File: config.mk
export PLATFORM = sky130hd
export DESIGN_NAME = io_led_switch
export DESIGN_NICKNAME = d
export VERILOG_FILES = /design/src/rtl/io_led_switch.sv
export SDC_FILE = /design/constraint.sdc
export NUM_CORES = 1
export LEC_CHECK = 0
export ABC_AREA = 1
export CAP_MARGIN = 10
export CORE_UTILIZATION = 41
export DETAILED_ROUTE_END_ITERATION = 10
export DONT_BUFFER_PORTS = 1
export PLACE_DENSITY_LB_ADDON = 0.12
export SLEW_MARGIN = 20
export SYNTH_ARGS = -nofsm -noshare
export SYNTH_HDL_FRONTEND = slang
export SYNTH_SLANG_ARGS = --single-unit
File: constraint.sdc
create_clock -name clock -period 4.7 [get_ports clock]
set_input_delay 0.94 -clock clock [delete_from_list [all_inputs] [get_ports clock]]
set_output_delay 0.94 -clock clock [all_outputs]
set_load 0.01 [all_outputs]
File: src/rtl/io_led_switch.sv
// io_led_switch: peripheral-side register block for the memory-mapped IO path.
// It owns the 24-bit LED output register written by CPU stores, and a
// synchronised, debounced copy of the 24 board switches returned to MemOrIO
// on io_rdata for CPU loads. Every output comes straight from a flop.

module io_led_switch #(
    parameter int DEBOUNCE_CYCLES = 16
) (
    input  logic        clock,
    input  logic        reset,
    input  logic        ioRead,
    input  logic        ioWrite,
    input  logic        LEDCtrl,
    input  logic        SwitchCtrl,
    input  logic [7:0]  ioAddr,
    input  logic [15:0] write_data,
    input  logic [23:0] switch_in,
    output logic [23:0] led_out,
    output logic [15:0] io_rdata
);

    // Counter is just wide enough to reach DEBOUNCE_CYCLES-1, where it parks.
    localparam int                CNT_W   = $clog2(DEBOUNCE_CYCLES);
    localparam logic [CNT_W-1:0]  CNT_MAX = CNT_W'(DEBOUNCE_CYCLES - 1);

    // Low byte of each register's address within the IO window.
    localparam logic [7:0] ADDR_LED_LO = 8'h60;
    localparam logic [7:0] ADDR_LED_HI = 8'h62;
    localparam logic [7:0] ADDR_SW_LO  = 8'h70;
    localparam logic [7:0] ADDR_SW_HI  = 8'h72;

    logic [23:0]      sync1;
    logic [23:0]      sync2;
    logic [23:0]      sample;
    logic [23:0]      stable;
    logic [CNT_W-1:0] cnt;

    logic [23:0]      led_next;
    logic [15:0]      rdata_next;

    // Two-flop synchroniser bringing the asynchronous switches into the clock domain.
    always_ff @(posedge clock) begin
        if (!reset) begin
            sync1 <= '0;
            sync2 <= '0;
        end else begin
            sync1 <= switch_in;
            sync2 <= sync1;
        end
    end

    // Debouncer: any bit change restarts the count for the whole vector; the
    // held value is accepted once it has survived DEBOUNCE_CYCLES further edges.
    always_ff @(posedge clock) begin
        if (!reset) begin
            sample <= '0;
            stable <= '0;
            cnt    <= '0;
        end else if (sync2 != sample) begin
            sample <= sync2;
            cnt    <= '0;
        end else if (cnt == CNT_MAX) begin
            stable <= sample;
        end else begin
            cnt <= cnt + 1'b1;
        end
    end

    // Next LED value: stores to the low half-word or the upper byte; others leave it alone.
    always_comb begin
        led_next = led_out;
        if (ioWrite && LEDCtrl) begin
            case (ioAddr)
                ADDR_LED_LO: led_next[15:0]  = write_data;
                ADDR_LED_HI: led_next[23:16] = write_data[7:0];
                default:     led_next        = led_out;
            endcase
        end
    end

    // LED register; a store with the switch region selected has no effect here.
    always_ff @(posedge clock) begin
        if (!reset) begin
            led_out <= '0;
        end else begin
            led_out <= led_next;
        end
    end

    // Next read data: switch halves by address, zero for LED or unmapped reads, else hold.
    always_comb begin
        rdata_next = io_rdata;
        if (ioRead && SwitchCtrl) begin
            case (ioAddr)
                ADDR_SW_LO: rdata_next = stable[15:0];
                ADDR_SW_HI: rdata_next = {8'h00, stable[23:16]};
                default:    rdata_next = 16'h0000;
            endcase
        end else if (ioRead && LEDCtrl) begin
            rdata_next = 16'h0000;
        end
    end

    // Read data register, giving the one-cycle load latency MemOrIO expects.
    always_ff @(posedge clock) begin
        if (!reset) begin
            io_rdata <= '0;
        end else begin
            io_rdata <= rdata_next;
        end
    end

endmodule
# Yosys cells after proc, flatten, opt, wreduce, memory -nomap -nowiden
# Index checks and enable logic that the tools add are counted.
# totals
romBits	0
output_inout_bits	40
mem_bits_rw	0
wordCells	28
register_bits	140
latch_bits	0
n_memories	0
input_bits	54
# classes
div_mod_pow	0
n_bitwise	2
shift	0
order_cmp	0
n_mux	3
reduce_logical	8
n_eq_ne	6
n_mul	0
add_sub_neg	1
# op_table
cell	count
$eq 8x7->1 const B	4
$mux 16	2
$pmux 16 s2	1
$ne 24x24->1	1
$reduce_and 2->1	3
$add 4x1->4 const B	1
$eq 4x4->1 const B	1
$logic_and 1x1->1	3
$not 1->1	2
$reduce_bool 2->1	1
$reduce_or 2->1	1

# Depth between registers and ports, before layout
# Gate-level depths: netlist of the first run.
# logic_depth
depth_word	3
ltp_mapped	12
ltp_nobuf	11

# Worst setup path before layout of the first run
# Ideal clock, no wire load.
# synth_timing
kind	input to register
startpoint	in ioAddr[6]
endpoint	reg led_out[10]
arrival_ns	1.889
stages	9
n_path_buf	1
path_slack_ns	2.747
t_required_ns	4.636
cell_sequence	inv_1 > nor2_1 > nand2_1 > nor3_1 > nand2_1 > inv_1 > buf_4 > nor2_1 > nor2_1
# synth_between
elab_chain_len	2
# synth_rtl
element	line_no	source
from (decl)	15	input logic [7:0] ioAddr,
$eq 8x7->1	73	case (ioAddr)
$reduce_and 2->1 (no line)	-	
to (signal assigned)	86	led_out <= led_next;
to (decl)	18	output logic [23:0] led_out,
# Every way passes these cells.
# A chain may end at the register's enable or synchronous reset.

# Final worst setup path of the first run
# layout_timing
startpoint	reg sample[19]
endpoint	reg stable[8]
# layout_between
elab_chain_len	3
# layout_rtl
element	line_no	source
from (decl)	34	logic [23:0] sample;
from (signal assigned)	60	sample <= sync2;
$ne 24x24->1	59	end else if (sync2 != sample) begin
$not 1->1 (no line)	-	
$reduce_and 2->1 (no line)	-	
to (signal assigned)	63	stable <= sample;
to (decl)	35	logic [23:0] stable;
# Every way passes these cells.

==> PnR_summary.wiki, run 1 <==
{| class="wikitable"
! Metric !! Value
|-
| Input/output buffers || 0
|-
| Share of final-layout standard cells stronger than drive strength 1 || 4.973%
|-
| Placed cell count || 884
|-
| Half-perimeter wire length after detailed placement || 6787 µm
|-
| Count of filler cells inserted in the layout || 1304
|-
| Post-route standard cell area excluding fillers || 0.005936 mm²
|-
| Count of state elements after synthesis || 140
|-
| Via count || 3969
|-
| Endpoint required time on the critical path || 5050 ps
|-
| Global-route wire length before repair || 16020 µm
|-
| Share of the yosys chip area belonging to registers || 52.83%
|-
| Initial cell density of the core || 42.04%
|-
| Die Y || 115.8 µm
|-
| Via density per instance || 4.333
|-
| Instance area after placement || 0.005400 mm²
|-
| Slowest stage delay, CP || 450 ps
|-
| Worst-case vdd ir drop || 200.3 µV
|-
| Transition time of the tightest slew-check pin || 1059 ps
|-
| Final Core Density || 47.04%
|-
| Library cells used by synthesis || 24
|-
| Antenna diodes || 0
|-
| Hold-fix buffers, CTS || 0
|-
| Post-synthesis instance area || 0.005305 mm²
|-
| Area used by sequential logic in the layout || 0.002803 mm²
|-
| Critical path fanouts, max || 26
|-
| RSZ-0062 raised after global routing || false
|-
| Max-Slew Margin vs Limit || 28.93%
|-
| Via count of the first global-routing pass || 3598
|-
| Number of CTS-inserted buffers || 17
|-
| Worst reg2reg path endpoint || stable[8]$_SDFFE_PN0P_
|-
| Setup violations, final || 0
|-
| Post-synth net total || 793
|-
| Layout area overhead || 11.89%
|-
| Count of unresolved DRC violations after routing || 0
|-
| Total count of max-transition violations in the final report || 0
|-
| Power density over cell area || 423.0 mW/mm²
|-
| Total GRT Usage || 15.62%
|-
| Final worst slack || 2667 ps
|-
| Leakage dissipation || 2.903 nW
|-
| Maximum number of pins on one net before global-route repair || 123
|-
| Final instance count without filler cells || 916
|-
| Post-layout minimum cycle time || 2033 ps
|-
| Number of buffers on the longest clock path || 2
|-
| Total chip power || 2.511 mW
|-
| CTS H-Tree Depth || 4
|-
| Clock sinks || 140
|-
| Post-CTS setup repair buffer count || 0
|-
| Max cap viols || 0
|-
| Remaining global-route overflow || 0
|-
| Final sum of negative setup slack || 0 ps
|-
| Class of the most critical hold timing path || reg -> reg
|-
| Clk_lat worst skew || 420 ps
|-
| Clock transition at the register clock pins on the worst setup and hold paths after CTS || 60 ps
|-
| Initial antenna violation count || 0
|-
| Final antenna-violating net count || 0
|-
| FF-to-FF path depth || 10
|-
| Setup Skew || 5.629 ps
|-
| Routed wire length || 9671 µm
|-
| Reg-to-reg slack, setup || 2670 ps
|-
| Iter 0 DRT Violations || 199
|-
| Multi-input gate area in the final layout || 0.001883 mm²
|-
| Post-Synthesis Mean Instance Area || 7.188 µm²
|-
| CTS resizes || 0
|-
| Die Span X || 115.8 µm
|-
| Highest achievable clock rate || 0.4919 GHz
|-
| Cell with the biggest individual delay on the critical path || nor2_4
|-
| Final Hold Slack || 408.4 ps
|-
| Element type at the critical path start || flip-flop
|-
| I/O Pins || 94
|-
| DP Worst Slack || 2228 ps
|-
| Launching point of the worst reg2reg path || sample[19]$_SDFFE_PN0P_
|-
| Gpl congestion || 0.7668
|-
| Post-DR wirelength/cell || 10.56 µm
|-
| Die Outline Area || 0.01340 mm²
|-
| Fin nets || 786
|-
| Final critical-path share of the clock period || 43.25%
|-
| CP Capture Point || stable[8]$_SDFFE_PN0P_
|-
| CTS root buf || clkbuf_16
|-
| Status || complete, no violations
|-
| Final hold violation count || 0
|-
| Crit path launch || sample[19]$_SDFFE_PN0P_
|-
| Cells traversed along the worst timing path || inv_1 -> nand2_1 -> nand2_1 -> nor2_1 -> nand2_1 -> nor2_4 -> nand3_2 -> nor2_4 -> nor2_1 -> nor2_1
|-
| Floorplan Core Area || 0.01262 mm²
|-
| First-pass DRT Iterations || 4
|-
| Crit Path Category || reg -> reg
|-
| Number of warning messages in the yosys log || 0
|-
| Number of standard-cell rows in the floorplan || 41
|-
| Capturing element type of the critical path || flip-flop
|-
| Synthesized instance count || 738
|-
| Data arrival time of the critical path || 2380 ps
|-
| TritonCTS clock tree || yes
|}
-- cell families (layout without fill, tap and decap cells) --
| kind of cell | count (synthesis) | after routing | synth area share (%) |
|---|---|---|---|
| simple gates | 384 | 384 | 29.20 |
| buf+inv | 159 | 165 | 11.67 |
| flops | 140 | 140 | 52.83 |
| fa+ha+maj | 1 | 1 | 0.2358 |
| compound gates | 43 | 43 | 4.245 |
| xor+xnor | 11 | 11 | 1.816 |
-- Yosys cell counts --
library cell | n | share of area (%)
nor2_4 | 2 | 0.42
buf_1 | 1 | 0.071
nor2_2 | 1 | 0.12
xnor2_1 | 7 | 1.2
nor2_1 | 120 | 8.5
dfxtp_1 | 140 | 53
o21ai_1 | 1 | 0.094
clkinv_1 | 4 | 0.28
a31oi_1 | 8 | 0.94
nand3_2 | 1 | 0.19
inv_1 | 129 | 9.1
buf_4 | 1 | 0.14
o21ai_0 | 24 | 2.3
nor3_2 | 1 | 0.19
xor2_1 | 4 | 0.66
nor3_1 | 1 | 0.094
nand4_1 | 24 | 2.8
a21oi_1 | 10 | 0.94
buf_6 | 2 | 0.42
nand2_1 | 221 | 16
ha_1 | 1 | 0.24
buf_2 | 3 | 0.28
clkbuf_1 | 19 | 1.3
nand3_1 | 13 | 1.2
-- power by group --
part           internal (mW)  total [mW]  switching, mW
Sequential              1.21        1.23         0.0129
Combinational         0.0324      0.0927         0.0603
Clock                  0.687        1.19          0.506
Total                   1.93        2.51          0.579
-- layer usage --
layer / vias up / GRT usage, % / part of all wire (%)
met1: 1679 / 19.48 / 50
li1: 2182 / - / -
met2: 91 / 23.83 / 43
met4: 0 / 8.462 / 1.7
met5: - / 0 / 0
met3: 17 / 5.282 / 5.4
-- layout by cell type, fill, tap and decap left out --
| cell | n |
|---|---|
| clkinvlp_4 | 3 |
| a31oi_1 | 8 |
| inv_1 | 129 |
| clkbuf_16 | 17 |
| o21ai_0 | 24 |
| ha_1 | 1 |
| nor3_1 | 1 |
| inv_6 | 3 |
| nor2_1 | 120 |
| xor2_1 | 4 |
| nor3_2 | 1 |
| clkinv_2 | 6 |
| o21ai_1 | 1 |
| nand3_2 | 1 |
| xnor2_1 | 7 |
| nor2_2 | 1 |
| clkinv_4 | 2 |
| nand4_1 | 24 |
| clkinv_1 | 4 |
| clkbuf_8 | 1 |
| nand3_1 | 13 |
| nor2_4 | 2 |
| a21oi_1 | 10 |
| dfxtp_1 | 140 |
| nand2_1 | 221 |
-- worst min-delay path by stage --
stage | from | end | slack (ps) | depth (start not counted)
2_1_floorplan | sync1[0]$_SDFF_PN0_ | sync2[0]$_SDFF_PN0_ | 390 | 2
3_3_place_gp | sync1[23]$_SDFF_PN0_ | sync2[23]$_SDFF_PN0_ | 400 | 2
3_5_place_dp | sync1[17]$_SDFF_PN0_ | sync2[17]$_SDFF_PN0_ | 400 | 2
4_1_cts | sync1[17]$_SDFF_PN0_ | sync2[17]$_SDFF_PN0_ | 410 | 2
5_1_grt | sync1[17]$_SDFF_PN0_ | sync2[17]$_SDFF_PN0_ | 430 | 2
6_report | sync1[17]$_SDFF_PN0_ | sync2[17]$_SDFF_PN0_ | 410 | 2
-- cell type report --
cell class	instances	area share, %
clock inverters	14	1.623
well taps	172	3.626
clock buffers	18	7.399
multi-input cells	439	31.72
flip-flops and latches	140	47.22
inverters	133	8.411
-- critical path: cells and delay by family (launching register included) --
kind / cells / cell delay (ps)
buf+inv: 1 / 70
simple gates: 9 / 1570
flops: 1 / 330
-- sequential cells by signal, summed over array words and instances (netlist names) --
register	cells
io_rdata	16
stable	24
led_out	24
sync2	24
sample	24
cnt	4
sync1	24
Note: power is estimated with default switching activity, not from simulation.
==> run 2, diff against run 1 <==
==> constraint.sdc (replaced) <==
create_clock -name clock -period 1.75 [get_ports clock]
set_input_delay 0.35 -clock clock [delete_from_list [all_inputs] [get_ports clock]]
set_output_delay 0.35 -clock clock [all_outputs]
set_load 0.01 [all_outputs]
==> run 2 against run 1 <==
Worst setup slack worse by 2500 ps. Register-to-register slack worse by 2500 ps. Largest cell class unchanged. Routed wire length up 2.5%. Hold slack worse by 370 ps.
==> PnR_summary.wiki, run 2 (same netlist as run 1, synthesis figures left out) <==
{| class="wikitable"
! Metric !! Value
|-
| Input/output buffers || 0 (unchanged)
|-
| Net switching fraction of the power || 20.49% (-2.6 points)
|-
| Total GRT Usage || 16.20% (+0.58 points)
|-
| End point of the worst hold path || sync1[19]$_SDFF_PN0_
|-
| CTS root buf || clkbuf_16
|-
| Antenna diodes || 0 (unchanged)
|-
| Die Y || 115.8 µm (unchanged)
|-
| Highest achievable clock rate || 0.6487 GHz (+32%)
|-
| CTS H-Tree Depth || 4 (unchanged)
|-
| Max-Slew Margin vs Limit || 64.33% (+35 points)
|-
| Worst-case vdd ir drop || 506.0 µV (+150%)
|-
| Transition time of the tightest slew-check pin || 534.4 ps (-524.6 ps)
|-
| Setup violations, final || 0 (unchanged)
|-
| Initial cell density of the core || 42.04% (unchanged)
|-
| Final critical-path share of the clock period || 88.09% (+45 points)
|-
| Crit Path Category || reg -> reg
|-
| Hold-fix buffers, CTS || 0 (unchanged)
|-
| Most common library cell in the layout ignoring fill and taps || nand2_1
|-
| Die Span X || 115.8 µm (unchanged)
|-
| Post-CTS setup repair buffer count || 0 (unchanged)
|-
| Gate power share || 3.9% (+0.2 points)
|-
| Total count of max-transition violations in the final report || 0 (unchanged)
|-
| Capturing element type of the critical path || flip-flop
|-
| Count of unresolved DRC violations after routing || 0 (unchanged)
|-
| Leakage dissipation || 2.970 nW (+2.3%)
|-
| Clock network fraction of design power || 48.5% (+1.0 points)
|-
| Number of buffers on the longest clock path || 2 (unchanged)
|-
| Reg-to-reg slack, setup || 210 ps (-2460 ps)
|-
| Max cap viols || 0 (unchanged)
|-
| Final worst slack || 208.5 ps (-2459 ps)
|-
| Internal Dissipation || 5.500 mW (+180%)
|-
| Slowest stage delay, CP || 320 ps (-130 ps)
|-
| Post-DR wirelength/cell || 10.74 µm (+1.8%)
|-
| Commonest cells after routing, fill and taps aside || 221 x nand2_1, 140 x dfxtp_1, 129 x inv_1
|-
| FF-to-FF path depth || 10 (unchanged)
|-
| Power density over cell area || 1143 mW/mm² (+170%)
|-
| Sequential share of power || 47.6% (-1.2 points)
|-
| Share of final-layout standard cells stronger than drive strength 1 || 5.726% (+0.75 points)
|-
| Status || complete, no violations
|-
| Final Core Density || 47.94% (+0.90 points)
|-
| Cell with the biggest individual delay on the critical path || dfxtp_1
|-
| Count of filler cells inserted in the layout || 1295 (-0.69%)
|-
| Final instance count without filler cells || 923 (+0.76%)
|-
| Half-perimeter wire length after detailed placement || 6957 µm (+2.5%)
|-
| Maximum number of pins on one net before global-route repair || 123 (unchanged)
|-
| First-pass DRT Iterations || 5 (+1)
|-
| Hold Path Depth || 2 (unchanged)
|-
| Clk_lat worst skew || 410 ps (about the same)
|-
| Iter 0 DRT Violations || 190 (-4.5%)
|-
| DP Worst Slack || 185.7 ps (-2042 ps)
|-
| Remaining global-route overflow || 0 (unchanged)
|-
| Global-route wire length before repair || 16540 µm (+3.2%)
|-
| Setup Skew || 6.906 ps (+1.277 ps)
|-
| Endpoint required time on the critical path || 2080 ps (-2970 ps)
|-
| Floorplan Core Area || 0.01262 mm² (unchanged)
|-
| Min-delay src || switch_in[19]
|-
| Number of standard-cell rows in the floorplan || 41 (unchanged)
|-
| Launching point of the worst reg2reg path || sample[17]$_SDFFE_PN0P_
|-
| Final antenna-violating net count || 0 (unchanged)
|-
| Reported net switching power || 1.417 mW (+140%)
|-
| Area used by sequential logic in the layout || 0.002803 mm² (unchanged)
|-
| Die Outline Area || 0.01340 mm² (unchanged)
|-
| Worst reg2reg path endpoint || cnt[2]$_SDFFE_PP0N_
|-
| Layout area overhead || 14.03%
|-
| Final hold violation count || 0 (unchanged)
|-
| Routed wire length || 9916 µm (+2.5%)
|-
| Via count of the first global-routing pass || 3558 (-1.1%)
|-
| RSZ-0062 raised after global routing || false
|-
| Number of CTS-inserted buffers || 17 (unchanged)
|-
| Class of the most critical hold timing path || in -> reg
|-
| Critical path fanouts, max || 25 (-3.8%)
|-
| TritonCTS clock tree || yes
|-
| Cell repeated most along the worst path || nand2_1
|-
| Clock sinks || 140 (unchanged)
|-
| Post-layout minimum cycle time || 1542 ps (-491.4 ps)
|-
| Gpl congestion || 0.7721 (+0.69%)
|-
| Via count || 3957 (-0.30%)
|-
| Element type at the critical path start || flip-flop
|-
| Fin nets || 794 (+1.0%)
|-
| Multi-input gate area in the final layout || 0.001888 mm² (+0.27%)
|-
| Data arrival time of the critical path || 1870 ps (-510 ps)
|-
| Initial antenna violation count || 0 (unchanged)
|-
| Via density per instance || 4.287 (-1.1%)
|-
| Cells traversed along the worst timing path || inv_1 -> nand2_1 -> nand2_1 -> nand2_1 -> nor2_1 -> nand2_1 -> nor2_2 -> buf_12 -> nand3_1 -> a21oi_1
|-
| Final sum of negative setup slack || 0 ps (unchanged)
|-
| Placed cell count || 892 (+0.90%)
|-
| I/O Pins || 94 (unchanged)
|-
| Clock transition at the register clock pins on the worst setup and hold paths after CTS || 50 ps (about the same)
|}
run 2: stage by stage:
stage,cell area [µm²],hold WS (ps),power [mW]
after floorplan,5305,390.5,3.598
final,6050,38.11,6.917
after detailed placement,5485,395.3,3.630
after global routing,6050,28.82,7.246
after global placement,5485,396.2,3.623
after CTS,6045,18.87,7.014
run 2: final cells by class:
cell class              count  share of cell area, %
clock buffers              22                  7.673
clock inverters             9                  1.572
inverters                 133                  8.252
multi-input cells         439                  31.21
flip-flops and latches    140                  46.33
well taps                 172                  3.557
repair buffers              8                  1.406
run 2: worst max-delay path: cells and delay by family, from the launching register on:
kind	cells	cell delay [ps]
flops	1	320
compound gates	1	160
buf+inv	2	290
simple gates	7	690
run 2: worst max-delay path by stage:
stage | from | to | slack (ps) | cells after the start
3_5_place_dp | sample[17]$_SDFFE_PN0P_ | cnt[2]$_SDFFE_PP0N_ | 190 | 10
2_1_floorplan | cnt[0]$_SDFFE_PP0N_ | stable[15]$_SDFFE_PN0P_ | 240 | 7
6_report | sample[17]$_SDFFE_PN0P_ | cnt[2]$_SDFFE_PP0N_ | 210 | 10
3_3_place_gp | sample[16]$_SDFFE_PN0P_ | stable[3]$_SDFFE_PN0P_ | 260 | 11
4_1_cts | sample[17]$_SDFFE_PN0P_ | cnt[2]$_SDFFE_PP0N_ | 170 | 10
5_1_grt | sample[7]$_SDFFE_PN0P_ | stable[20]$_SDFFE_PN0P_ | 30 | 11
run 2: power by group through the flow:
stage / logic, mW / clock network, mW / registers (mW)
CTS: 0.271 / 3.45 / 3.29
detailed placement: 0.269 / 0 / 3.36
global route: 0.319 / 3.63 / 3.30
finish: 0.268 / 3.36 / 3.29
floorplan: 0.245 / 0 / 3.35
global placement: 0.264 / 0 / 3.36
run 2: timing repair:
item	in CTS	in global routing
setup endpoints to repair	0	1
endpoints found under the hold margin	0	0
resized for setup	0	2
run 2: per-layer routing:
layer / track usage, % / wire [µm] / share of wire [%] / up-vias
met5: 0 / 0 / 0 / -
met4: 8.803 / 231 / 2.3 / 0
met3: 4.498 / 530 / 5.3 / 15
met2: 23.71 / 4162 / 42 / 85
met1: 21.61 / 4991 / 50 / 1657
li1: - / - / - / 2200
